File: src/rtl/zerosoc_pad_pkg.sv
// Shared pad-ring constants for zerosoc: GPIO bus width, input conditioning
// defaults, per-side GPIO slices and west-side control pad placement.
package zerosoc_pad_pkg;

  localparam int GpioWidth     = 32;
  localparam int DefSyncStages = 2;
  localparam int DefFilterCnt  = 4;

  // GPIO bits assigned to each side of the pad ring (inclusive ranges).
  localparam int WestGpioLo  = 0;
  localparam int WestGpioHi  = 4;
  localparam int NorthGpioLo = 5;
  localparam int NorthGpioHi = 13;
  localparam int EastGpioLo  = 14;
  localparam int EastGpioHi  = 22;
  localparam int SouthGpioLo = 23;
  localparam int SouthGpioHi = 31;

  // West-side control pad indices.
  localparam int WestPadClk    = 5;
  localparam int WestPadRst    = 6;
  localparam int WestPadUartRx = 7;
  localparam int WestPadUartTx = 8;

  typedef enum logic [1:0] {
    SIDE_WEST  = 2'd0,
    SIDE_NORTH = 2'd1,
    SIDE_EAST  = 2'd2,
    SIDE_SOUTH = 2'd3
  } pad_side_e;

  // Per-bit filter action taken on a clock edge; visible on the debug port.
  typedef enum logic [1:0] {
    FILT_IDLE   = 2'd0,  // synchronized level matches output, counter clears
    FILT_COUNT  = 2'd1,  // new level pending, counter advances
    FILT_ACCEPT = 2'd2,  // new level held long enough, output updates
    FILT_BYPASS = 2'd3   // filter disabled, output follows synchronizer
  } filt_act_e;

  // Which side of the ring carries a given GPIO bit.
  function automatic pad_side_e gpio_side(input int idx);
    if (idx <= WestGpioHi)       return SIDE_WEST;
    else if (idx <= NorthGpioHi) return SIDE_NORTH;
    else if (idx <= EastGpioHi)  return SIDE_EAST;
    else                         return SIDE_SOUTH;
  endfunction

endpackage

File: src/rtl/gpio_in_filter_bit.sv
// Single-bit input conditioner: synchronizer chain, glitch filter with
// bypass, registered output level and registered rise/fall event pulses.
module gpio_in_filter_bit
  import zerosoc_pad_pkg::*;
#(
  parameter int SyncStages = DefSyncStages,
  parameter int FilterCnt  = DefFilterCnt
) (
  input  logic      clk_i,
  input  logic      rst_i,
  input  logic      pad_i,
  input  logic      filter_en_i,
  output logic      level_o,
  output logic      rise_o,
  output logic      fall_o,
  output filt_act_e act_o
);

  localparam int CntW = $clog2(FilterCnt + 1);
  localparam logic [CntW-1:0] CntLast = CntW'(FilterCnt - 1);

  logic [SyncStages-1:0] sync_q, sync_d;
  logic [CntW-1:0]       cnt_q, cnt_d;
  logic                  level_q, level_d;
  logic                  rise_q, rise_d;
  logic                  fall_q, fall_d;
  logic                  sync_lvl;
  filt_act_e             act;

  assign sync_lvl = sync_q[SyncStages-1];

  // Next-state: shift synchronizer, decide filter action, derive edge pulses
  // from the level about to be registered so they line up with the change.
  always_comb begin
    sync_d  = {sync_q[SyncStages-2:0], pad_i};
    cnt_d   = '0;
    level_d = level_q;
    act     = FILT_IDLE;
    if (!filter_en_i) begin
      act     = FILT_BYPASS;
      level_d = sync_lvl;
    end else if (sync_lvl == level_q) begin
      act = FILT_IDLE;
    end else if (cnt_q == CntLast) begin
      act     = FILT_ACCEPT;
      level_d = sync_lvl;
    end else begin
      act   = FILT_COUNT;
      cnt_d = cnt_q + CntW'(1);
    end
    rise_d = level_d & ~level_q;
    fall_d = ~level_d & level_q;
  end

  // State registers with synchronous reset.
  always_ff @(posedge clk_i) begin
    if (rst_i) begin
      sync_q  <= '0;
      cnt_q   <= '0;
      level_q <= 1'b0;
      rise_q  <= 1'b0;
      fall_q  <= 1'b0;
    end else begin
      sync_q  <= sync_d;
      cnt_q   <= cnt_d;
      level_q <= level_d;
      rise_q  <= rise_d;
      fall_q  <= fall_d;
    end
  end

  assign level_o = level_q;
  assign rise_o  = rise_q;
  assign fall_o  = fall_q;
  assign act_o   = act;

endmodule

File: src/rtl/gpio_in_conditioner.sv
// Conditions Width asynchronous pad inputs into the clk_i domain: per-bit
// synchronizer, programmable glitch filter and rise/fall event pulses.
// There is no handshake: gpio_o is a level, and rise_o/fall_o are one-cycle
// pulses valid in the cycle they are high, with no backpressure.
module gpio_in_conditioner
  import zerosoc_pad_pkg::*;
#(
  parameter int Width      = GpioWidth,
  parameter int SyncStages = DefSyncStages,
  parameter int FilterCnt  = DefFilterCnt
) (
  input  logic             clk_i,
  input  logic             rst_i,
  input  logic [Width-1:0] pad_din_i,
  input  logic [Width-1:0] filter_en_i,
  output logic [Width-1:0] gpio_o,
  output logic [Width-1:0] rise_o,
  output logic [Width-1:0] fall_o,
  output filt_act_e        dbg_act_o [Width]
);

  // One independent conditioner per pad bit.
  for (genvar i = 0; i < Width; i++) begin : g_bit
    gpio_in_filter_bit #(
      .SyncStages (SyncStages),
      .FilterCnt  (FilterCnt)
    ) u_bit (
      .clk_i       (clk_i),
      .rst_i       (rst_i),
      .pad_i       (pad_din_i[i]),
      .filter_en_i (filter_en_i[i]),
      .level_o     (gpio_o[i]),
      .rise_o      (rise_o[i]),
      .fall_o      (fall_o[i]),
      .act_o       (dbg_act_o[i])
    );
  end

endmodule
File: config.mk
export PLATFORM = sky130hd
export DESIGN_NAME = gpio_in_conditioner
export DESIGN_NICKNAME = d
export VERILOG_FILES = /design/src/rtl/zerosoc_pad_pkg.sv /design/src/rtl/gpio_in_filter_bit.sv /design/src/rtl/gpio_in_conditioner.sv
export SDC_FILE = /design/constraint.sdc
export NUM_CORES = 1
export LEC_CHECK = 0
export CAP_MARGIN = 20
export CORE_UTILIZATION = 40
export CTS_BUF_LIST = sky130_fd_sc_hd__clkbuf_8 sky130_fd_sc_hd__clkbuf_16
export CTS_CLUSTER_DIAMETER = 50
export DETAILED_ROUTE_END_ITERATION = 10
export DONT_BUFFER_PORTS = 1
export GPL_TIMING_DRIVEN = 1
export PLACE_DENSITY = 0.57
export SYNTH_ARGS = -nofsm -noshare
export SYNTH_HDL_FRONTEND = slang
export SYNTH_SLANG_ARGS = --single-unit
File: constraint.sdc
create_clock -name clk_i -period 3.5 [get_ports clk_i]
set_input_delay 0.35 -clock clk_i [delete_from_list [all_inputs] [get_ports clk_i]]
set_output_delay 0.35 -clock clk_i [all_outputs]
set_load 0.005 [all_outputs]
[Yosys cells after proc, flatten, opt, wreduce, memory -nomap -nowiden]
Cells that the tools add are included.
Word-level totals
  flip-flop bits (word level): 256
  latch bits: 0
  RAM bits: 0
  bits in read-only memories: 0
  input bits: 66
  output and inout port bits: 160
  logic and storage cells: 640
  memories kept: 0
Operators by class
  add/subtract/negate cells: 32
  multipliers: 0
  divide/modulo/power cells: 0
  magnitude comparators: 0
  equality and inequality tests: 64
  shifts and indexed selects: 0
  multiplexer cells: 192
  bitwise gates (word level): 160
  reduce and logical (&&, ||, !) cells: 32
Operators by type and width (number)
  $mux 2: 96
  $reduce_or 4->1: 32
  $add 3x1->3 const B: 32
  $eq 3x2->1 const B: 32
  $mux 1: 96
  $not 1->1: 96
  $and 1x1->1: 64
  $eq 1x1->1: 32

[Longest topological paths before layout]
  depth after elaboration: 6
  depth in mapped cells: 5
  mapped depth without buffers: 5

[Cells and area by module]
From an unflattened synthesis, not the netlist that was laid out.
Second synthesis, totals
  cells, all modules: 942
  area total of the unflattened synthesis: 9352.7 µm²
Modules (own cells, without submodules)
  gpio_in_filter_bit at g_bit[0].u_bit ...: instances 23, cells an instance 30, area an instance 294.0 µm², seq. area each 160.2 µm²
  gpio_in_filter_bit at g_bit[30].u_bit ...: instances 9, cells an instance 28, area an instance 287.8 µm², seq. area each 160.2 µm²

[Worst setup path after synthesis]
OpenSTA, ideal clock, no wires.
  path type: reg-to-reg
  from: reg g_bit[18].u_bit.cnt_q[0]
  to: reg g_bit[18].u_bit.cnt_q[0]
  library setup time: 0.065 ns
  arrival time: 1.320 ns
  required time: 3.435 ns
  slack: 2.115 ns
  stages on the path, launching flop included: 5
  path buffers: 0
  clock period less this slack: 1.385 ns
  cell sequence: dfxtp_1 ha_1 ha_1 or4b_4 nor2_1
Between the ends
  cells in the longest elaborated chain, start to end: 2
  elaborated cells between the ends (all ways): 3
  those cells by class: add/sub (1); eq/ne (1); reduce/logical (1)
Ends and longest elaborated chain
  from (decl): RTL line gpio_in_filter_bit.sv:23  | logic [CntW-1:0] cnt_q, cnt_d;
  from (signal assigned): RTL line gpio_in_filter_bit.sv:65  | cnt_q <= cnt_d;
  parallel branches: the longest is 2 deep, another holds $add 3x1->3
Several ways; the timed one is not identified.
A chain may end at the register's enable or synchronous reset.

==> impl_metrics.toml <==
[clock_network]
tritoncts = "built"
cts_buffer_depth = 3
cts.sinks = 256
cts_buffers = 31
post_cts_resized = 0
h-tree-depth = 1
clk_pin_slew_ns = 0.05
clk_latency_ns = 0.55
cts_root_buf = "clkbuf_16"

[global_route]
antenna_found_initial = 1
grt_max_degree = 181
grt_pass1_wl_mm = 30.6
overflow = 0
grt_usage_pct = 14.0
grt_pass1_vias = 6293

[routing]
antenna_left = 0
drt_iter0_drc = 271
wire_per_inst_um = 13.3
dr.pass1.iters = 4
vias = 6459
post-route-drc-count = 0
routed_wl_mm = 18.3
viasPerCell = 4.72

[layout]
postLayoutCellArea_mm2 = 0.0113
layout-drive-gt1-share_pct = 4.89
utilization_pct = 46.1
fin_nets = 1154
syn_to_final_growth_pct = 11.8
final_cell_mix = "256 x dfxtp_1, 142 x nand2_1, 96 x nor2b_1"
final_common_cell = "dfxtp_1"

[run]
maxCapViolCount = 0

[logic_synthesis]
synth_top_area_share_pct = 50.5
synth_area_leaders = "dfxtp_1 51%, ha_1 7.9%, buf_4 7.1%, nor2b_1 5.9%, nor4b_1 5.8%"
postSynthCellCount = 1052
yosys_warnings = 0
synth_area_per_cell_um2 = 9.64
syn_area_mm2 = 0.0101
mappedNetlistNets = 1182
synth_largest_area_cell = "dfxtp_1"
ys_seq_area_share_pct = 50.5
synth_seq_cells = 256
ys_types = 20

[placement]
gp_congestion = 0.715
portBuffers = 0
placedInstanceArea_mm2 = 0.00974
pre_cts_slack_ns = 2.01
dp_hpwl_mm = 11.7

[floorplanning]
fp.dieH_um = 161
start_util_pct = 41.2
die_area_mm2 = 0.0260
boundaryPins = 226
core.rowCount = 57
coreArea_mm2 = 0.0246
die_x_um = 161

[timing]
hold_viol = 0
fin_crit_sh_pct = 58.2
timing.fmax_mhz = 491
finalSetupTns_ns = 0
relSlewSlack_pct = 44.7
min_period_ns = 2.04
finClkSkew_ns = 0.0236
finalSetupViolations = 0
setup_slack_ns = 1.46
tightest_slew_ns = 0.829
rsz0062_at_grt = "false"
drv_slew = 0

[worst_setup_path]
worstPathRequired_ns = 3.15
cp_common_cell = "ha_1"
slowest_delay_ns = 0.43
cp_max_fo = 4
arrival_ns = 1.69
critPathKind = "register to primary output"
crit_family = "compound AO/OA/AOI/OAI gates"
cpMaxStageDelayCell = "o21ai_0"
crit_chain = "ha_1 -> ha_1 -> o21ai_0"
cp-end-kind = "primary output"
start_kind = "register"
critPathBufInv = 0

[pwr]
power_density_mw_per_mm2 = 565
irDropWorstVdd_uv = 403
finalPower_mw = 6.40
power_leakage_nw = 4.41

[hold_path]
worstHoldPathType = "primary input to register"

[status]
status = "complete, no violations"
==> where the power goes <==
group | total [mW] | switching, mW | internal (mW)
Sequential | 3.02 | 0.0450 | 2.98
Clock | 3.10 | 1.19 | 1.91
Combinational | 0.281 | 0.153 | 0.128
Total | 6.40 | 1.39 | 5.01
==> area by class of cell <==
type                            instances  area, um^2
Fill cell                            2359       13300
Sequential cell                       256        5120
Multi-Input combinational cell        628        4030
Clock buffer                           35         831
Timing Repair Buffer                   57         588
Tap cell                              324         405
Inverter                               50         188
Clock inverter                         17         173
Antenna cell                            2        5.00
==> Yosys cell counts <==
cell,number
xnor2_1,12
buf_4,96
dfxtp_1,256
a21oi_1,29
o21ai_0,24
ha_1,64
nor4_1,12
clkbuf_1,18
nor2b_1,96
nor4b_1,67
nand2b_1,69
nor2_1,41
nor3_1,43
xor2_1,20
inv_1,50
or3_1,4
buf_2,4
mux2i_1,3
nand2_1,142
or4b_4,2
==> cell families after synthesis <==
group,synth area share [%]
compound gates,2.61
xor+xnor,2.76
fa+ha+maj,7.89
buf+inv,9.82
flops,50.5
mux,0.296
simple gates,26.1
==> layer usage <==
metal | wire (um) | track usage [%] | vias up
li1 | - | - | 3317
met1 | 8350 | 17.8 | 2934
met2 | 8210 | 22.9 | 169
met3 | 1180 | 3.88 | 39
met4 | 523 | 4.89 | 0
met5 | 0 | 0 | -
==> registers in the layout (all words and copies together) (netlist names) <==
register and flops:
g_bit.u_bit.level_o 32, g_bit.u_bit.sync_q 64, g_bit.u_bit.fall_o 32, g_bit.u_bit.rise_o 32
g_bit.u_bit.cnt_q 96
==> through the flow <==
stage / hold slack [ns] / instances
2_1_floorplan: 0.396 / 1052
3_3_place_gp: 0.408 / 1258
3_5_place_dp: 0.412 / 1258
4_1_cts: 0.000457 / 1367
5_1_grt: 0.0179 / 1368
6_report: 0.0279 / 1369
==> path summary, 6_finish.rpt <==
check | from | end | slack [ns] | depth (start not counted)
setup reg to reg | g_bit[19].u_bit.cnt_q[0] | g_bit[19].u_bit.cnt_q[2] | 2.03 | 4
hold reg to reg | g_bit[19].u_bit.cnt_q[0] | g_bit[19].u_bit.cnt_q[0] | 0.42 | 1
setup / recovery | g_bit[30].u_bit.cnt_q[0] | dbg_act_o[2] | 1.46 | 3
hold / removal | filter_en_i[21] | g_bit[21].u_bit.cnt_q[2] | 0.03 | 2
==> repair_timing <==
action | 4_1_cts | 5_1_grt
hold buffers | 57 | 0
hold endpoints to repair | 213 | 0
setup buffers | 0 | 0
No activity file was read; power rests on OpenSTA's default activity.
==> variant 1: new RTL, same flow settings <==
Set the package constant `DefFilterCnt` to 8 (it was 4).
--- a/src/rtl/zerosoc_pad_pkg.sv
+++ b/src/rtl/zerosoc_pad_pkg.sv
@@ -4,7 +4,7 @@
 
   localparam int GpioWidth     = 32;
   localparam int DefSyncStages = 2;
-  localparam int DefFilterCnt  = 4;
+  localparam int DefFilterCnt  = 8;
 
   // GPIO bits assigned to each side of the pad ring (inclusive ranges).
   localparam int WestGpioLo  = 0;
Check against the original RTL: not equivalent (a bounded check fails within 10 cycles, from zero or initial values and one cycle with rst_i high).
==> variant 1 against the unedited design <==
Via count up 14%; register-to-register slack worse by 0.04 ns; power up 14%; synthesized area up 11%; setup slack better by 0.13 ns; sequential cell count up 32; cell area up 12%; hold slack worse by 0.0088 ns; wire length up 13%; combinational power down 8.2%; largest power group unchanged.
==> variant 1: results (changes against the unedited design) <==
INFO  metric syn_nets = 1241 (+5.0%)
INFO  metric grt_pass1_wl = 33300 um (+8.8%)
INFO  metric worst_supply_voltage_drop_on_vdd = 405 uV (+0.50%)
INFO  metric grtUsageTotal = 14.0% (-0.014 points)
INFO  metric dp.final_hpwl = 13400 um (+15%)
INFO  metric fillerInstances = 2694 (+14%)
INFO  metric final_layout_size_suffix_gt1_share = 5.29% (+0.40 points)
INFO  metric worst_slew_margin_rel = 57.9% (+13 points)
INFO  metric layout.nets = 1209 (+4.8%)
INFO  metric dpl.cell_count = 1402 (+11%)
INFO  metric static-leakage-power = 4.87 nW (+10%)
INFO  metric yosysUniqueCellTypes = 24 (+20%)
INFO  metric cts_htree_levels = 2 (+1)
INFO  metric worst-endpoint-arrival = 1.55 ns (-0.14 ns)
INFO  metric grt_max_degree = 129 (-29%)
INFO  metric globalplace.congestion = 0.731 (+2.2%)
INFO  metric place_area = 0.0109 mm2 (+12%)
INFO  metric wire_per_inst = 13.6 um (+2.1%)
INFO  metric run_status = completed
INFO  metric insertion_delay = 0.49 ns (-0.06 ns)
INFO  metric synth.top_cells.by_count = sky130_fd_sc_hd__dfxtp_1, sky130_fd_sc_hd__nor2_1, sky130_fd_sc_hd__buf_4
INFO  metric antenna_cells = 0 (-2)
INFO  metric preCtsSetupSlack = 1.76 ns (-0.249 ns)
INFO  metric synth-seq-area-share = 51.0% (+0.52 points)
INFO  metric worst_hold_slack = 0.0191 ns (-0.00876 ns)
INFO  metric multi_input_area = 0.00445 mm2 (+11%)
## variant 1: changes by cell type after synthesis, moves of 32 or more
cell / delta
sky130_fd_sc_hd__nor2_1: +69
sky130_fd_sc_hd__ha_1: -32
sky130_fd_sc_hd__dfxtp_1: +32
sky130_fd_sc_hd__nand2b_1: -69
sky130_fd_sc_hd__nor2b_1: -32
sky130_fd_sc_hd__and2_1: +32
sky130_fd_sc_hd__nand3_1: +32
sky130_fd_sc_hd__nand2_1: -102
sky130_fd_sc_hd__nand4_1: +36
sky130_fd_sc_hd__nand3b_1: +32
sky130_fd_sc_hd__xnor2_1: +52
sky130_fd_sc_hd__nor3_1: -43
sky130_fd_sc_hd__o21ai_0: +68
## variant 1: final cells by class
class	count	area share, %
sequential	288	45.6
multi-input combinational	680	35.2
clock buffer	46	8.30
timing repair buffer	51	4.25
tap	378	3.74
inverter	55	1.64
clock inverter	15	1.28
## variant 1: routing by layer
| layer | track usage (%) | up-vias | routed length [um] |
|---|---|---|---|
| met4 | 5.01 | 0 | 525 |
| met5 | 0 | - | 0 |
| met1 | 17.5 | 3411 | 9380 |
| met2 | 22.4 | 184 | 9180 |
| li1 | - | 3712 | - |
| met3 | 4.81 | 43 | 1540 |
## variant 1: logic make-up after synthesis
group                    after synthesis  share of synthesized area, %
buffers and inverters                175                          9.59
AND/OR/NAND/NOR                      456                          24.0
adder cells (fa/ha/maj)               32                          3.54
flip-flops                           288                          51.0
XOR/XNOR                             100                          7.75
AO/OA/AOI/OAI                         92                          4.08
## variant 1: final timing paths
| path | from | endpoint | cells after the start |
|---|---|---|---|
| worst max-delay path | g_bit[0].u_bit.cnt_q[0] | dbg_act_o[62] | 4 |
| worst min-delay path | filter_en_i[3] | g_bit[3].u_bit.level_o | 2 |
| worst max register to register | g_bit[5].u_bit.cnt_q[0] | g_bit[5].u_bit.rise_o | 4 |
| worst min register to register | g_bit[7].u_bit.sync_q[0] | g_bit[7].u_bit.sync_q[1] | 1 |
## variant 1: worst max-delay path: stages (launching register included)
cell	delay, ns
sky130_fd_sc_hd__dfxtp_1	0.32
sky130_fd_sc_hd__ha_1	0.22
sky130_fd_sc_hd__nand3b_1	0.16
sky130_fd_sc_hd__inv_1	0.05
sky130_fd_sc_hd__o21ai_0	0.32
## variant 1: power by group through the flow
stage	logic (mW)	registers [mW]	clock network, mW
6_report	0.258	3.39	3.66
5_1_grt	0.289	3.40	3.92
4_1_cts	0.262	3.39	3.77
3_5_place_dp	0.188	3.46	0
3_3_place_gp	0.185	3.46	0
2_1_floorplan	0.207	3.45	0
## variant 1: what timing repair did
action | 4_1_cts | 5_1_grt
hold buffers | 50 | 0
hold endpoints to repair | 150 | 0
setup endpoints to repair | 0 | 0
==> variant 2: new RTL, config.mk and constraints unchanged <==
Made on the original files. Register the output `gpio_o`; this adds one clock of latency there. The other outputs are not delayed to match. Comments in the files are not updated.
--- a/src/rtl/gpio_in_conditioner.sv
+++ b/src/rtl/gpio_in_conditioner.sv
@@ -19,6 +19,8 @@
   output filt_act_e        dbg_act_o [Width]
 );
 
+  logic [Width-1:0] gpio_d;
+
   // One independent conditioner per pad bit.
   for (genvar i = 0; i < Width; i++) begin : g_bit
     gpio_in_filter_bit #(
@@ -29,11 +31,15 @@
       .rst_i       (rst_i),
       .pad_i       (pad_din_i[i]),
       .filter_en_i (filter_en_i[i]),
-      .level_o     (gpio_o[i]),
+      .level_o     (gpio_d[i]),
       .rise_o      (rise_o[i]),
       .fall_o      (fall_o[i]),
       .act_o       (dbg_act_o[i])
     );
   end
 
+  always_ff @(posedge clk_i) begin
+      gpio_o <= gpio_d;
+  end
+
 endmodule
Check against the original RTL: not equivalent (a bounded check fails within 4 cycles, from zero or initial values and one cycle with rst_i high).
==> variant 2 against the unedited design <==
Sequential cell count rose by 32; count of clock-buffer cells in the layout rose by 6; die area rose by 4.0%; setup slack improved by 0.094 ns; clock power rose by 12%; cell area rose by 4.8%; synthesized area rose by 4.0%; sequential power rose by 13%; critical path depth rose by 1; power rose by 12%; hold slack improved by 0.0084 ns; wire length rose by 3.8%; via count rose by 1.7%; largest cell class unchanged; largest power group unchanged.
==> variant 2: results (changes against the unedited design) <==
INFO  metric run_status = completed
INFO  metric worst-endpoint-arrival = 1.59 ns (-0.10 ns)
INFO  metric globalplace.congestion = 0.738 (+3.1%)
INFO  metric seq_share = 48.5% (+3.3 points)
INFO  metric dp.final_hpwl = 12300 um (+5.8%)
INFO  metric number_of_core_rows = 59 (+3.5%)
INFO  metric transition_at_the_pin_with_the_smallest_max_transition_slack = 0.847 ns (+0.0173 ns)
INFO  metric p_sw = 1.54 mW (+11%)
INFO  metric grt_max_degree = 179 (-1.1%)
INFO  metric signal_buffers = 32 (-44%)
INFO  metric average_instance_area_after_synthesis = 10.1 um2 (+4.3%)
INFO  metric crit_end = dbg_act_o[1]
INFO  metric min_delay_path_depth = 1 (-1)
INFO  metric place_area = 0.0104 mm2 (+6.7%)
INFO  metric syn_to_final_growth = 12.6%
INFO  metric whs_endpoint = g_bit[10].u_bit.sync_q[0]
INFO  metric viasPerCell = 4.71 (-0.21%)
INFO  metric grtUsageTotal = 13.6% (-0.47 points)
INFO  metric synth_top_cells_by_area = sky130_fd_sc_hd__dfxtp_1, sky130_fd_sc_hd__ha_1, sky130_fd_sc_hd__nor4b_1
INFO  metric r2r_end = g_bit[18].u_bit.cnt_q[0]
INFO  metric insertion_delay = 0.50 ns (-0.05 ns)
INFO  metric worst_r2r_start = g_bit[18].u_bit.cnt_q[0]
INFO  metric final-clk-cell-share = 9.65% (+0.80 points)
INFO  metric hold_buffers = 32 (-44%)
INFO  metric detail_route.iter0.violations = 195 (-28%)
INFO  metric skew = 0.00951 ns (-0.0141 ns)
INFO  metric static-leakage-power = 4.65 nW (+5.5%)
INFO  metric hold_crit_start = pad_din_i[10]
INFO  metric layout.nets = 1162 (+0.69%)
INFO  metric cts_sinks = 288 (+13%)
INFO  metric grt_pass1_wl = 29500 um (-3.4%)
INFO  metric signal_buffer_area_fraction = 2.84% (-2.3 points)
INFO  metric worst_hold_slack = 0.0363 ns (+0.00841 ns)
INFO  metric fillerInstances = 2487 (+5.4%)
INFO  metric synth-seq-area-share = 54.6% (+4.1 points)
INFO  metric worst_supply_voltage_drop_on_vdd = 397 uV (-1.4%)
INFO  metric cts_htree_levels = 2 (+1)
INFO  metric vias_in_the_first_global_route = 6136 (-2.5%)
INFO  metric post_route_minimum_period = 1.94 ns (-0.0941 ns)
==> variant 2: cells by family (layout without fill, tap and decap cells) <==
family,count (synthesis),count (layout),share of synthesized area [%]
flops,288,288,54.6
xor+xnor,32,32,2.66
simple gates,473,473,25.1
fa+ha+maj,64,64,7.59
compound gates,53,53,2.51
buf+inv,136,145,7.23
mux,3,3,0.285
other cells,0,2,0
==> variant 2: power by group through the flow <==
stage / logic (mW) / registers (mW) / clock network (mW)
6_report: 0.257 / 3.40 / 3.48
5_1_grt: 0.292 / 3.41 / 3.75
4_1_cts: 0.262 / 3.40 / 3.60
3_5_place_dp: 0.196 / 3.47 / 0
3_3_place_gp: 0.195 / 3.47 / 0
2_1_floorplan: 0.205 / 3.45 / 0
==> variant 2: per-layer routing <==
metal  GRT usage (%)  up-vias  routed length (um)
met5               0        -                   0
met4            4.88        0                 408
met3            4.72       33                1570
met2            21.4      186                8310
met1            17.1     2982                8660
li1                -     3367                   -
